`src/rtl/icache_pkg.sv`:
```
// Shared definitions for the instruction-cache line fill path: address field
// positions, line geometry and the fill FSM state encoding.
package icache_pkg;

    localparam int ADDR_W    = 32;
    localparam int TAG_W     = 19;
    localparam int INDEX_W   = 7;
    localparam int BEATS     = 4;
    localparam int BEAT_W    = 2;
    localparam int WAY_W     = 2;
    localparam int DATA_W    = 128;
    localparam int LINE_W    = 6;

    localparam int TAG_LSB   = 13;
    localparam int INDEX_LSB = 6;
    localparam int BEAT_LSB  = 4;

    typedef enum logic [1:0] {
        S_IDLE = 2'd0,
        S_REQ  = 2'd1,
        S_FILL = 2'd2,
        S_DONE = 2'd3
    } fill_state_e;

endpackage

```
`src/rtl/icache_fill_controller.sv`:
```
// Refills one 64-byte I-cache line after a lookup miss: one line-read request,
// four 16-byte response beats, each written into the cache one cycle later.
module icache_fill_controller
    import icache_pkg::*;
(
    input  logic                 clk,
    input  logic                 rst,

    input  logic                 lookup_valid,
    input  logic [ADDR_W-1:0]    lookup_addr,
    input  logic                 lookup_hit,
    input  logic [WAY_W-1:0]     lookup_way,

    output logic                 mem_req_valid,
    input  logic                 mem_req_ready,
    output logic [ADDR_W-1:0]    mem_req_addr,

    input  logic                 mem_resp_valid,
    input  logic [DATA_W-1:0]    mem_resp_data,

    output logic                 w,
    output logic [INDEX_W-1:0]   w_index,
    output logic [TAG_W-1:0]     w_tag,
    output logic [LINE_W-1:0]    w_line,
    output logic [DATA_W-1:0]    w_data,
    output logic [WAY_W-1:0]     w_way,

    output logic                 stall,
    output logic                 fill_done,
    output logic [31:0]          miss_count,
    output logic                 proto_err
);

    fill_state_e                 state_q, state_d;
    logic [ADDR_W-1:INDEX_LSB]   line_addr_q, line_addr_d;
    logic [WAY_W-1:0]            way_q, way_d;
    logic [BEAT_W-1:0]           beat_q, beat_d;
    logic [31:0]                 miss_count_q, miss_count_d;
    logic                        req_valid_q, req_valid_d;
    logic                        fill_done_q, fill_done_d;
    logic                        proto_err_q, proto_err_d;
    logic                        w_q, w_d;
    logic [LINE_W-1:0]           w_line_q, w_line_d;
    logic [DATA_W-1:0]           w_data_q, w_data_d;

    // The line read always starts at beat 0, so the offset bits are never stored.
    logic                        unused_offset;
    assign unused_offset = ^lookup_addr[INDEX_LSB-1:0];

    logic miss;
    assign miss = lookup_valid & ~lookup_hit;

    always_comb begin
        // NOTE: every signal driven here gets a default first so no path leaves
        // it unassigned; otherwise synthesis infers a latch.
        state_d      = state_q;
        line_addr_d  = line_addr_q;
        way_d        = way_q;
        beat_d       = beat_q;
        miss_count_d = miss_count_q;
        req_valid_d  = req_valid_q;
        fill_done_d  = 1'b0;
        w_d          = 1'b0;
        w_line_d     = w_line_q;
        w_data_d     = w_data_q;
        proto_err_d  = proto_err_q | (mem_resp_valid & (state_q != S_FILL));

        unique case (state_q)
            S_IDLE: begin
                if (miss) begin
                    line_addr_d  = lookup_addr[ADDR_W-1:INDEX_LSB];
                    way_d        = lookup_way;
                    miss_count_d = (miss_count_q == '1) ? miss_count_q : miss_count_q + 32'd1;
                    req_valid_d  = 1'b1;
                    state_d      = S_REQ;
                end
            end
            S_REQ: begin
                if (mem_req_ready) begin
                    req_valid_d = 1'b0;
                    beat_d      = '0;
                    state_d     = S_FILL;
                end
            end
            S_FILL: begin
                if (mem_resp_valid) begin
                    w_d      = 1'b1;
                    w_data_d = mem_resp_data;
                    w_line_d = {beat_q, 4'b0000};
                    beat_d   = beat_q + 1'b1;
                    if (beat_q == BEAT_W'(BEATS - 1)) begin
                        fill_done_d = 1'b1;
                        state_d     = S_DONE;
                    end
                end
            end
            S_DONE: begin
                state_d = S_IDLE;
            end
            default: state_d = S_IDLE;
        endcase
    end

    // NOTE: state registers use non-blocking assignments so every flop samples
    // the pre-edge values; the async reset also kills any in-flight write pulse.
    always_ff @(posedge clk or posedge rst) begin
        if (rst) begin
            state_q      <= S_IDLE;
            line_addr_q  <= '0;
            way_q        <= '0;
            beat_q       <= '0;
            miss_count_q <= '0;
            req_valid_q  <= 1'b0;
            fill_done_q  <= 1'b0;
            proto_err_q  <= 1'b0;
            w_q          <= 1'b0;
            w_line_q     <= '0;
            w_data_q     <= '0;
        end else begin
            state_q      <= state_d;
            line_addr_q  <= line_addr_d;
            way_q        <= way_d;
            beat_q       <= beat_d;
            miss_count_q <= miss_count_d;
            req_valid_q  <= req_valid_d;
            fill_done_q  <= fill_done_d;
            proto_err_q  <= proto_err_d;
            w_q          <= w_d;
            w_line_q     <= w_line_d;
            w_data_q     <= w_data_d;
        end
    end

    assign mem_req_valid = req_valid_q;
    assign mem_req_addr  = {line_addr_q, {INDEX_LSB{1'b0}}};
    assign w             = w_q;
    assign w_index       = line_addr_q[TAG_LSB-1:INDEX_LSB];
    assign w_tag         = line_addr_q[ADDR_W-1:TAG_LSB];
    assign w_line        = w_line_q;
    assign w_data        = w_data_q;
    assign w_way         = way_q;
    assign fill_done     = fill_done_q;
    assign miss_count    = miss_count_q;
    assign proto_err     = proto_err_q;

    // Hold the fetch from the very cycle the miss is seen until the fill retires.
    assign stall = (state_q != S_IDLE) | miss;

endmodule

```
`config.mk`:
```
export PLATFORM = sky130hd
export DESIGN_NAME = icache_fill_controller
export DESIGN_NICKNAME = d
export VERILOG_FILES = /design/src/rtl/icache_pkg.sv /design/src/rtl/icache_fill_controller.sv
export SDC_FILE = /design/constraint.sdc
export NUM_CORES = 1
export LEC_CHECK = 0
export CORE_ASPECT_RATIO = 1.75
export CORE_MARGIN = 8
export CORE_UTILIZATION = 40
export CTS_CLUSTER_DIAMETER = 30
export DETAILED_ROUTE_END_ITERATION = 10
export PLACE_DENSITY = 0.79
export SLEW_MARGIN = 20
export SYNTH_ARGS = -nofsm -noshare
export SYNTH_HDL_FRONTEND = slang
export SYNTH_SLANG_ARGS = --single-unit
```
`constraint.sdc`:
```
create_clock -name clk -period 7.9 [get_ports clk]
set_clock_uncertainty 0.1 [all_clocks]
set_input_delay 1.58 -clock clk [delete_from_list [all_inputs] [get_ports clk]]
set_output_delay 1.58 -clock clk [all_outputs]
set_load 0.01 [all_outputs]
```
==> results.json, run 1 <==
{
  "synth_cell_type_count": 44,
  "power.switching_mw": 1.42,
  "drt_wl_total_um": 24100,
  "cts_root_buf": "clkbuf_16",
  "synth_top_cell_by_area": "dfrtp_1",
  "post-cts-setup-buffers": 0,
  "drt-initial-drc-count": 224,
  "path_common_cell": "clkdlybuf4s50_1",
  "path_clk_slew_ns": 0.07,
  "maxSlewViolCount": 0,
  "hold_slack_ns": 0.359,
  "setup_viol_count_final": 0,
  "clockPowerShare": 0.186,
  "antenna_found_initial": 0,
  "period_needed_ns": 4.75,
  "post-route-period-util": 0.601,
  "cts_made_buffers": 17,
  "synthTopCellsByArea": "dfrtp_1 61%, mux2_2 22%, buf_4 4.1%",
  "synth.most_common_cell": "dfrtp_1",
  "path_cells": "clkdlybuf4s50_1, inv_1, o21ai_0, clkdlybuf4s50_1",
  "die_area_um2": 25400,
  "ys.flop_type": "dfrtp_1",
  "tns_ns": 0,
  "r2r-start": "state_q[0]$_DFFE_PP0P_",
  "switching_share": 0.303,
  "wl_met2_um": 13500,
  "p_comb_frac": 0.450,
  "core_region_area_um2": 20100,
  "relSlewSlack": 0.344,
  "grt_pass1_wl_um": 35400,
  "cts_buffer_depth": 2,
  "min_to": "proto_err$_DFF_PP0_",
  "yosys-top-cells-count": "198 x dfrtp_1, 159 x mux2_2, 45 x buf_4",
  "tightest_slew_ns": 0.983,
  "hold_depth": 1,
  "track_usage": 0.187,
  "synth_edf_count": 0,
  "syn_avg_cell_area_um2": 14.6,
  "first_pass_iters": 4,
  "die_h_um": 205,
  "start_util": 0.405,
  "pwr-share-seq": 0.364,
  "area_delta_synth_final_pct": 53.9,
  "wl_per_cell_um": 20.5,
  "timing.rr.end": "w_data[114]$_DFFE_PP0P_",
  "cp.required_ns": 6.22,
  "met1_length_um": 7990,
  "irDropWorstVdd_mv": 0.283,
  "seq_area_frac_synth": 0.608,
  "drive_above_1_share": 0.225,
  "total_power_mw": 4.70,
  "path_class": "in -> out",
  "diodes": 0,
  "crit_fanout": 3,
  "grt_max_degree": 131,
  "ant_nets": 0,
  "synth_seq_cells": 198,
  "boundaryPins": 399,
  "max_freq_ghz": 0.211,
  "status": "complete, no violations",
  "highest_layer": "met4",
  "die_x_um": 124,
  "syn-instance-count": 559,
  "h-tree-depth": 4,
  "async_flop_share": 1.00,
  "route.detailed.drc": 0,
  "slowest_stage": "clkdlybuf4s50_1",
  "crit_path_start_kind": "input port",
  "clock_sinks": 198,
  "place_congestion": 0.775,
  "grt_pass1_vias": 6200,
  "internal-power_mw": 3.28,
  "portBuffers": 382,
  "ys_warn_count": 0,
  "rows": 69,
  "overflow": 0,
  "hold_buffers": 0,
  "hold_start": "proto_err$_DFF_PP0_",
  "leakagePower_nw": 5.22,
  "rr_worst_depth": 5,
  "cts_resized": 0,
  "hpwl_um": 18700,
  "cap_violations": 0,
  "cts_tree": "done",
  "power_density_nw_per_um2": 375,
  "rrSetupSlack_ns": 4.81,
  "vias_per_cell": 4.89,
  "max_stage_delay_ns": 0.62,
  "rsz0062_at_grt": "no",
  "crit_arrival_ns": 3.07,
  "wl_met3_um": 2080,
  "synth_top_area_frac": 0.608,
  "hold_class": "reg -> reg",
  "netlist_area_um2": 8140,
  "num-nets-final": 1088,
  "crit_path_end_kind": "primary output",
  "clkLatencyLatePin_ns": 0.43,
  "finalHoldViolCount": 0,
  "vias": 5739
}
## sequential cells by signal (all words and copies together) (netlist names)
| name | cells |
|---|---|
| w_way | 2 |
| beat_q | 2 |
| w_line | 2 |
| mem_req_valid | 1 |
| miss_count | 32 |
| proto_err | 1 |
| w_data | 128 |
| fill_done | 1 |
| line_addr_q | 26 |
| w | 1 |
| state_q | 2 |
## layout by cell type (no fill, tap or decap), types with 3 or more instances in the layout
| cell | Yosys | layout |
|---|---|---|
| and3_1 | 3 | 3 |
| dfrtp_1 | 198 | 198 |
| nand3_1 | 14 | 14 |
| clkbuf_8 | 0 | 5 |
| nor2_1 | 14 | 14 |
| nand4_1 | 11 | 11 |
| conb_1 | 1 | 10 |
| inv_1 | 10 | 9 |
| xnor2_1 | 18 | 18 |
| clkbuf_16 | 0 | 17 |
| nand2_1 | 15 | 15 |
| mux2_2 | 159 | 159 |
| nor3_1 | 3 | 3 |
| ha_1 | 6 | 6 |
| a21oi_1 | 6 | 6 |
| clkdlybuf4s50_1 | 0 | 382 |
| and4_2 | 4 | 4 |
| xor2_1 | 10 | 10 |
## power groups by stage
stage                     logic [mW]  registers (mW)  clock network, mW
after global placement          2.11            1.71                  0
after CTS                       2.15            1.72              0.900
after global routing            2.23            1.78              0.931
final                           2.11            1.71              0.874
after floorplan                0.774            1.90                  0
after detailed placement        2.15            1.73                  0
## critical path: cells and delay by family
kind / cells / cell delay [ns]
AOI/OAI and AO/OA: 1 / 0.29
buffers and inverters: 3 / 1.19
## cells by family (layout without fill, tap and decap cells)
group,after synthesis,after routing,share of synthesized area
flip-flops,198,198,0.608
multiplexers,162,162,0.225
AND/OR/NAND/NOR,79,79,0.0576
buffers and inverters,67,424,0.0535
XOR/XNOR,28,28,0.0301
AO/OA/AOI/OAI,18,18,0.0160
adder cells (fa/ha/maj),6,6,0.00922
other,1,10,0.000460
## area by class of cell
class	instances	area, um^2
repair buffers	384	3840
clock buffers	24	502
flip-flops and latches	198	4950
inverters	10	45.0
fillers	1573	7580
multi-input cells	303	2790
well taps	248	310
clock inverters	6	92.6
## stage by stage
stage,instance area [um^2],setup WS [ns],std cells,utilization
2_1_floorplan,8180,0.823,568,-
4_1_cts,12500,3.14,1173,0.623
3_5_place_dp,11900,3.15,1143,0.594
6_report,12500,3.15,1173,0.623
5_1_grt,12500,3.08,1173,0.623
3_3_place_gp,11900,3.13,1143,0.594
## metal layers
layer	track usage	up-vias
met5	0	-
met4	0.0722	0
met3	0.0591	27
met2	0.347	220
met1	0.184	2893
li1	-	2599
## worst max-delay path by stage
stage                 start                    end  slack, ns  cells after the start
6_report       lookup_valid                  stall       3.15                      4
5_1_grt        lookup_valid                  stall       3.08                      4
4_1_cts        lookup_valid                  stall       3.14                      4
3_5_place_dp   lookup_valid                  stall       3.15                      4
3_3_place_gp   lookup_valid                  stall       3.13                      4
2_1_floorplan           rst  beat_q[0]$_DFFE_PP0P_       0.82                      1
(Power assumes the default switching activity.)
==> run 2: changes to the inputs <==
--- a/config.mk
+++ b/config.mk
@@ -7,10 +7,10 @@
 export LEC_CHECK = 0
 export CORE_ASPECT_RATIO = 1.75
 export CORE_MARGIN = 8
-export CORE_UTILIZATION = 40
+export CORE_UTILIZATION = 37
 export CTS_CLUSTER_DIAMETER = 30
 export DETAILED_ROUTE_END_ITERATION = 10
-export PLACE_DENSITY = 0.79
+export PLACE_DENSITY = 0.77
 export SLEW_MARGIN = 20
 export SYNTH_ARGS = -nofsm -noshare
 export SYNTH_HDL_FRONTEND = slang
==> constraint.sdc (replaced) <==
create_clock -name clk -period 4.22 [get_ports clk]
set_clock_uncertainty 0.1 [all_clocks]
set_input_delay 0.844 -clock clk [delete_from_list [all_inputs] [get_ports clk]]
set_output_delay 0.844 -clock clk [all_outputs]
set_load 0.01 [all_outputs]
==> run 2 against run 1 <==
Against the previous run:
- count of clock-buffer cells in the layout shrank 4
- sequential power grew 87%
- largest cell class unchanged
- routed wire length grew 0.65%
- power grew 89%
- via count grew 0.54%
- critical path depth is the same
- cell area grew 1.4%
- die area grew 7.3%
- first-iteration DRC count shrank 25%
- final cell count grew 4.9%
- clock power grew 96%
- register-to-register slack lost 3.3 ns
==> results.json, run 2 (synthesis results as in run 1) <==
{
  "status": "complete, no violations",
  "crit_path_end_kind": "primary output",
  "rsz0062_at_grt": "no",
  "post-route-period-util": 0.785,
  "overflow": 0,
  "leakagePower_nw": 5.27,
  "rrSetupSlack_ns": 1.48,
  "drive_above_1_share": 0.232,
  "crit_path_start_kind": "input port",
  "h-tree-depth": 4,
  "rows": 72,
  "post-cts-setup-buffers": 0,
  "cap_violations": 0,
  "path_clk_slew_ns": 0.06,
  "p_comb_frac": 0.448,
  "power_density_nw_per_um2": 701,
  "drt-initial-drc-count": 169,
  "vias_per_cell": 4.69,
  "die_area_um2": 27200,
  "cts_root_buf": "clkbuf_16",
  "clock_sinks": 198,
  "clockPowerShare": 0.192,
  "start_util": 0.372,
  "hpwl_um": 18900,
  "num-nets-final": 1095,
  "tightest_slew_ns": 0.877,
  "core_region_area_um2": 21900,
  "irDropWorstVdd_mv": 0.442,
  "path_class": "in -> out",
  "die_x_um": 128,
  "power.switching_mw": 2.69,
  "internal-power_mw": 6.21,
  "first_pass_iters": 4,
  "track_usage": 0.182,
  "cp.required_ns": 3.28,
  "largest_reg_flops": 128,
  "die_h_um": 212,
  "maxSlewViolCount": 0,
  "vias": 5770,
  "drt_wl_total_um": 24200,
  "area_delta_synth_final_pct": 56.0,
  "setup_viol_count_final": 0,
  "grt_pass1_wl_um": 36900,
  "max_freq_ghz": 0.302,
  "cts_buffer_depth": 2,
  "finalHoldViolCount": 0,
  "mostFrequentLayoutCell": "clkdlybuf4s50_1",
  "ant_nets": 0,
  "worst_slack_ns": 0.907,
  "portBuffers": 382,
  "grt_pass1_vias": 6231,
  "route.detailed.drc": 0,
  "hold_buffers": 0,
  "crit_fanout": 3,
  "timing.rr.end": "miss_count[23]$_DFFE_PP0P_",
  "endpoint": "stall",
  "antenna_found_initial": 0,
  "place_congestion": 0.776,
  "critPathLaunch": "lookup_valid",
  "relSlewSlack": 0.414,
  "hold_class": "reg -> reg",
  "rr_worst_depth": 7,
  "pwr-share-seq": 0.359,
  "tns_ns": 0,
  "grt_max_degree": 68,
  "crit_arrival_ns": 2.37,
  "boundaryPins": 399,
  "cts_made_buffers": 17,
  "r2r-start": "state_q[0]$_DFFE_PP0P_",
  "switching_share": 0.302,
  "cts_tree": "done",
  "clkLatencyLatePin_ns": 0.44,
  "most-common-layout-cells": "382 x clkdlybuf4s50_1, 198 x dfrtp_1, 159 x mux2_2",
  "post-place-ws_ns": 0.860,
  "cts_resized": 0,
  "period_needed_ns": 3.31,
  "hold_depth": 1,
  "wl_per_cell_um": 19.7,
  "hold_slack_ns": 0.374
}
## run 2: cell type report
type                    count  area (um^2)
multi-input cells         303         2790
diodes                      1         2.50
well taps                 296          370
inverters                  10         41.3
fillers                  1804         9180
flip-flops and latches    198         4950
repair buffers            391         3930
clock buffers              20          447
clock inverters            11          174
## run 2: worst max-delay path: stages
cell and delay (ns):
clkdlybuf4s50_1 0.52, inv_1 0.05, o21ai_0 0.32, clkdlybuf4s50_1 0.63
## run 2: worst min-delay path by stage
stage | start | end | slack, ns
floorplan | proto_err$_DFF_PP0_ | proto_err$_DFF_PP0_ | 0.39
global placement | proto_err$_DFF_PP0_ | proto_err$_DFF_PP0_ | 0.35
detailed placement | proto_err$_DFF_PP0_ | proto_err$_DFF_PP0_ | 0.36
CTS | proto_err$_DFF_PP0_ | proto_err$_DFF_PP0_ | 0.38
global route | proto_err$_DFF_PP0_ | proto_err$_DFF_PP0_ | 0.41
finish | proto_err$_DFF_PP0_ | proto_err$_DFF_PP0_ | 0.37
## run 2: layer usage
metal | wire, um | global-route usage | part of all wire
met5 | 0 | 0 | 0
met4 | 745 | 0.0849 | 0.031
met3 | 1710 | 0.0593 | 0.070
met2 | 13200 | 0.326 | 0.55
met1 | 8540 | 0.187 | 0.35
## run 2: power groups by stage
stage	logic, mW	clock network, mW	registers [mW]
after CTS	4.07	1.76	3.21
after detailed placement	4.05	0	3.24
after global placement	3.99	0	3.19
final	3.99	1.71	3.20
after floorplan	1.45	0	3.56
after global routing	4.22	1.83	3.31
## run 2: per-stage QoR
stage	area [um^2]	cells	util	power [mW]
detailed placement	12100	1198	0.552	7.29
CTS	12700	1229	0.580	9.04
finish	12700	1230	0.581	8.90
global placement	12100	1198	0.552	7.18
floorplan	8180	568	-	5.01
global route	12700	1229	0.580	9.36
==> run 3: changes to the inputs <==
--- a/config.mk
+++ b/config.mk
@@ -7,10 +7,10 @@
 export LEC_CHECK = 0
 export CORE_ASPECT_RATIO = 1.75
 export CORE_MARGIN = 8
-export CORE_UTILIZATION = 37
+export CORE_UTILIZATION = 40
 export CTS_CLUSTER_DIAMETER = 30
 export DETAILED_ROUTE_END_ITERATION = 10
-export PLACE_DENSITY = 0.77
+export PLACE_DENSITY = 0.79
 export SLEW_MARGIN = 20
 export SYNTH_ARGS = -nofsm -noshare
 export SYNTH_HDL_FRONTEND = slang
==> constraint.sdc (replaced) <==
create_clock -name clk -period 3.4 [get_ports clk]
set_clock_uncertainty 0.1 [all_clocks]
set_input_delay 0.68 -clock clk [delete_from_list [all_inputs] [get_ports clk]]
set_output_delay 0.68 -clock clk [all_outputs]
set_load 0.01 [all_outputs]
==> run 3 against run 2 <==
Against the previous run:
- clock power up 26%
- worst hold slack got worse by 0.0076 ns
- utilization is 5.0 points higher
- count of clock-buffer cells in the layout is 1 lower
- non-clock buffer count unchanged
- register-to-register slack got worse by 0.49 ns
- flip-flop and latch count unchanged
- global-route usage grew 1.1 points
- routed wire length increased by 0.33%
- critical endpoint unchanged
- largest cell class unchanged
- largest power group unchanged
==> results.json, run 3 (synthesis results as in run 1) <==
{
  "most-common-layout-cells": "382 x clkdlybuf4s50_1, 198 x dfrtp_1, 159 x mux2_2",
  "drive_above_1_share": 0.234,
  "first_pass_iters": 4,
  "period_needed_ns": 2.97,
  "cts_made_buffers": 17,
  "nFillCells": 1561,
  "die_area_um2": 25400,
  "die_x_um": 124,
  "overflow": 0,
  "clockPowerShare": 0.193,
  "pwr-share-seq": 0.356,
  "cap_violations": 0,
  "path_clk_slew_ns": 0.07,
  "power.switching_mw": 3.36,
  "crit_arrival_ns": 2.19,
  "hpwl_um": 19100,
  "antenna_found_initial": 4,
  "maxSlewViolCount": 0,
  "crit_path_end_kind": "primary output",
  "setup_viol_count_final": 0,
  "grt_pass1_wl_um": 36400,
  "mostFrequentLayoutCell": "clkdlybuf4s50_1",
  "switching_share": 0.302,
  "start_util": 0.405,
  "grt_pass1_vias": 6256,
  "clkLatencyLatePin_ns": 0.43,
  "max_freq_ghz": 0.336,
  "power_density_nw_per_um2": 876,
  "rrSetupSlack_ns": 0.99,
  "tightest_slew_ns": 0.622,
  "r2r-start": "state_q[0]$_DFFE_PP0P_",
  "internal-power_mw": 7.75,
  "post-route-period-util": 0.875,
  "timing.rr.end": "miss_count[23]$_DFFE_PP0P_",
  "hold_buffers": 0,
  "multi_input_area_um2": 2790,
  "drt-initial-drc-count": 219,
  "cts_tree": "done",
  "crit_fanout": 3,
  "crit_path_start_kind": "input port",
  "rr_worst_depth": 7,
  "clock_sinks": 198,
  "route.detailed.drc": 0,
  "boundaryPins": 399,
  "finalHoldViolCount": 0,
  "path_class": "in -> out",
  "area_delta_synth_final_pct": 55.8,
  "die_h_um": 205,
  "register_area_um2": 4950,
  "wl_per_cell_um": 20.5,
  "cts_buffer_depth": 2,
  "h-tree-depth": 4,
  "rsz0062_at_grt": "no",
  "tns_ns": 0,
  "place_congestion": 0.787,
  "vias": 5728,
  "track_usage": 0.193,
  "rows": 69,
  "leakagePower_nw": 5.29,
  "p_comb_frac": 0.451,
  "irDropWorstVdd_mv": 0.586,
  "ant_nets": 0,
  "portBuffers": 382,
  "hold_start": "proto_err$_DFF_PP0_",
  "post-place-ws_ns": 0.410,
  "cts_resized": 0,
  "cts_root_buf": "clkbuf_16",
  "vias_per_cell": 4.84,
  "num-nets-final": 1095,
  "core_region_area_um2": 20100,
  "relSlewSlack": 0.586,
  "total_power_mw": 11.1,
  "status": "complete, no violations",
  "cp.required_ns": 2.62,
  "drt_wl_total_um": 24300,
  "post-cts-setup-buffers": 0,
  "grt_max_degree": 116,
  "worst_slack_ns": 0.426,
  "min_to": "proto_err$_DFF_PP0_",
  "hold_depth": 1,
  "hold_class": "reg -> reg",
  "largest_reg_flops": 128
}
==> run 3: final cells by class <==
type	instances	share of cell area
tap	248	0.0245
antenna	3	0.000592
multi-input combinational	303	0.220
clock inverter	12	0.0139
timing repair buffer	391	0.312
sequential	198	0.391
inverter	10	0.00325
clock buffer	19	0.0357
==> run 3: worst max path at each step <==
stage          cells after the start         start  slack (ns)               endpoint
6_report                           4  lookup_valid        0.43                  stall
5_1_grt                            4  lookup_valid        0.29                  stall
4_1_cts                            4  lookup_valid        0.39                  stall
3_5_place_dp                       4  lookup_valid        0.41                  stall
3_3_place_gp                       4  lookup_valid        0.44                  stall
2_1_floorplan                      1           rst        0.06  beat_q[0]$_DFFE_PP0P_
==> run 3: metal layers <==
layer / GRT usage / share of wire
met1: 0.192 / 0.34
met4: 0.0951 / 0.034
met2: 0.340 / 0.54
met3: 0.0728 / 0.088
met5: 0 / 0.00053
==> run 3: per-stage QoR <==
step | cells | utilization | hold WS [ns] | cell area, um^2
after floorplan | 568 | - | 0.393 | 8180
after global placement | 1150 | 0.599 | 0.341 | 12100
after detailed placement | 1150 | 0.599 | 0.346 | 12100
after CTS | 1181 | 0.630 | 0.372 | 12700
after global routing | 1184 | 0.631 | 0.386 | 12700
final | 1184 | 0.631 | 0.366 | 12700
==> run 3: power groups by stage <==
stage	combinational [mW]	sequential (mW)	clock, mW
floorplan	1.80	4.42	0
CTS	5.10	3.97	2.21
finish	5.01	3.95	2.15
detailed placement	5.07	4.01	0
global route	5.30	4.12	2.29
global placement	4.99	3.96	0
==> run 3: worst max-delay path, stage by stage <==
cell	delay, ns
clkdlybuf4s50_1	0.53
inv_1	0.05
o21ai_0	0.31
clkdlybuf4s50_1	0.63
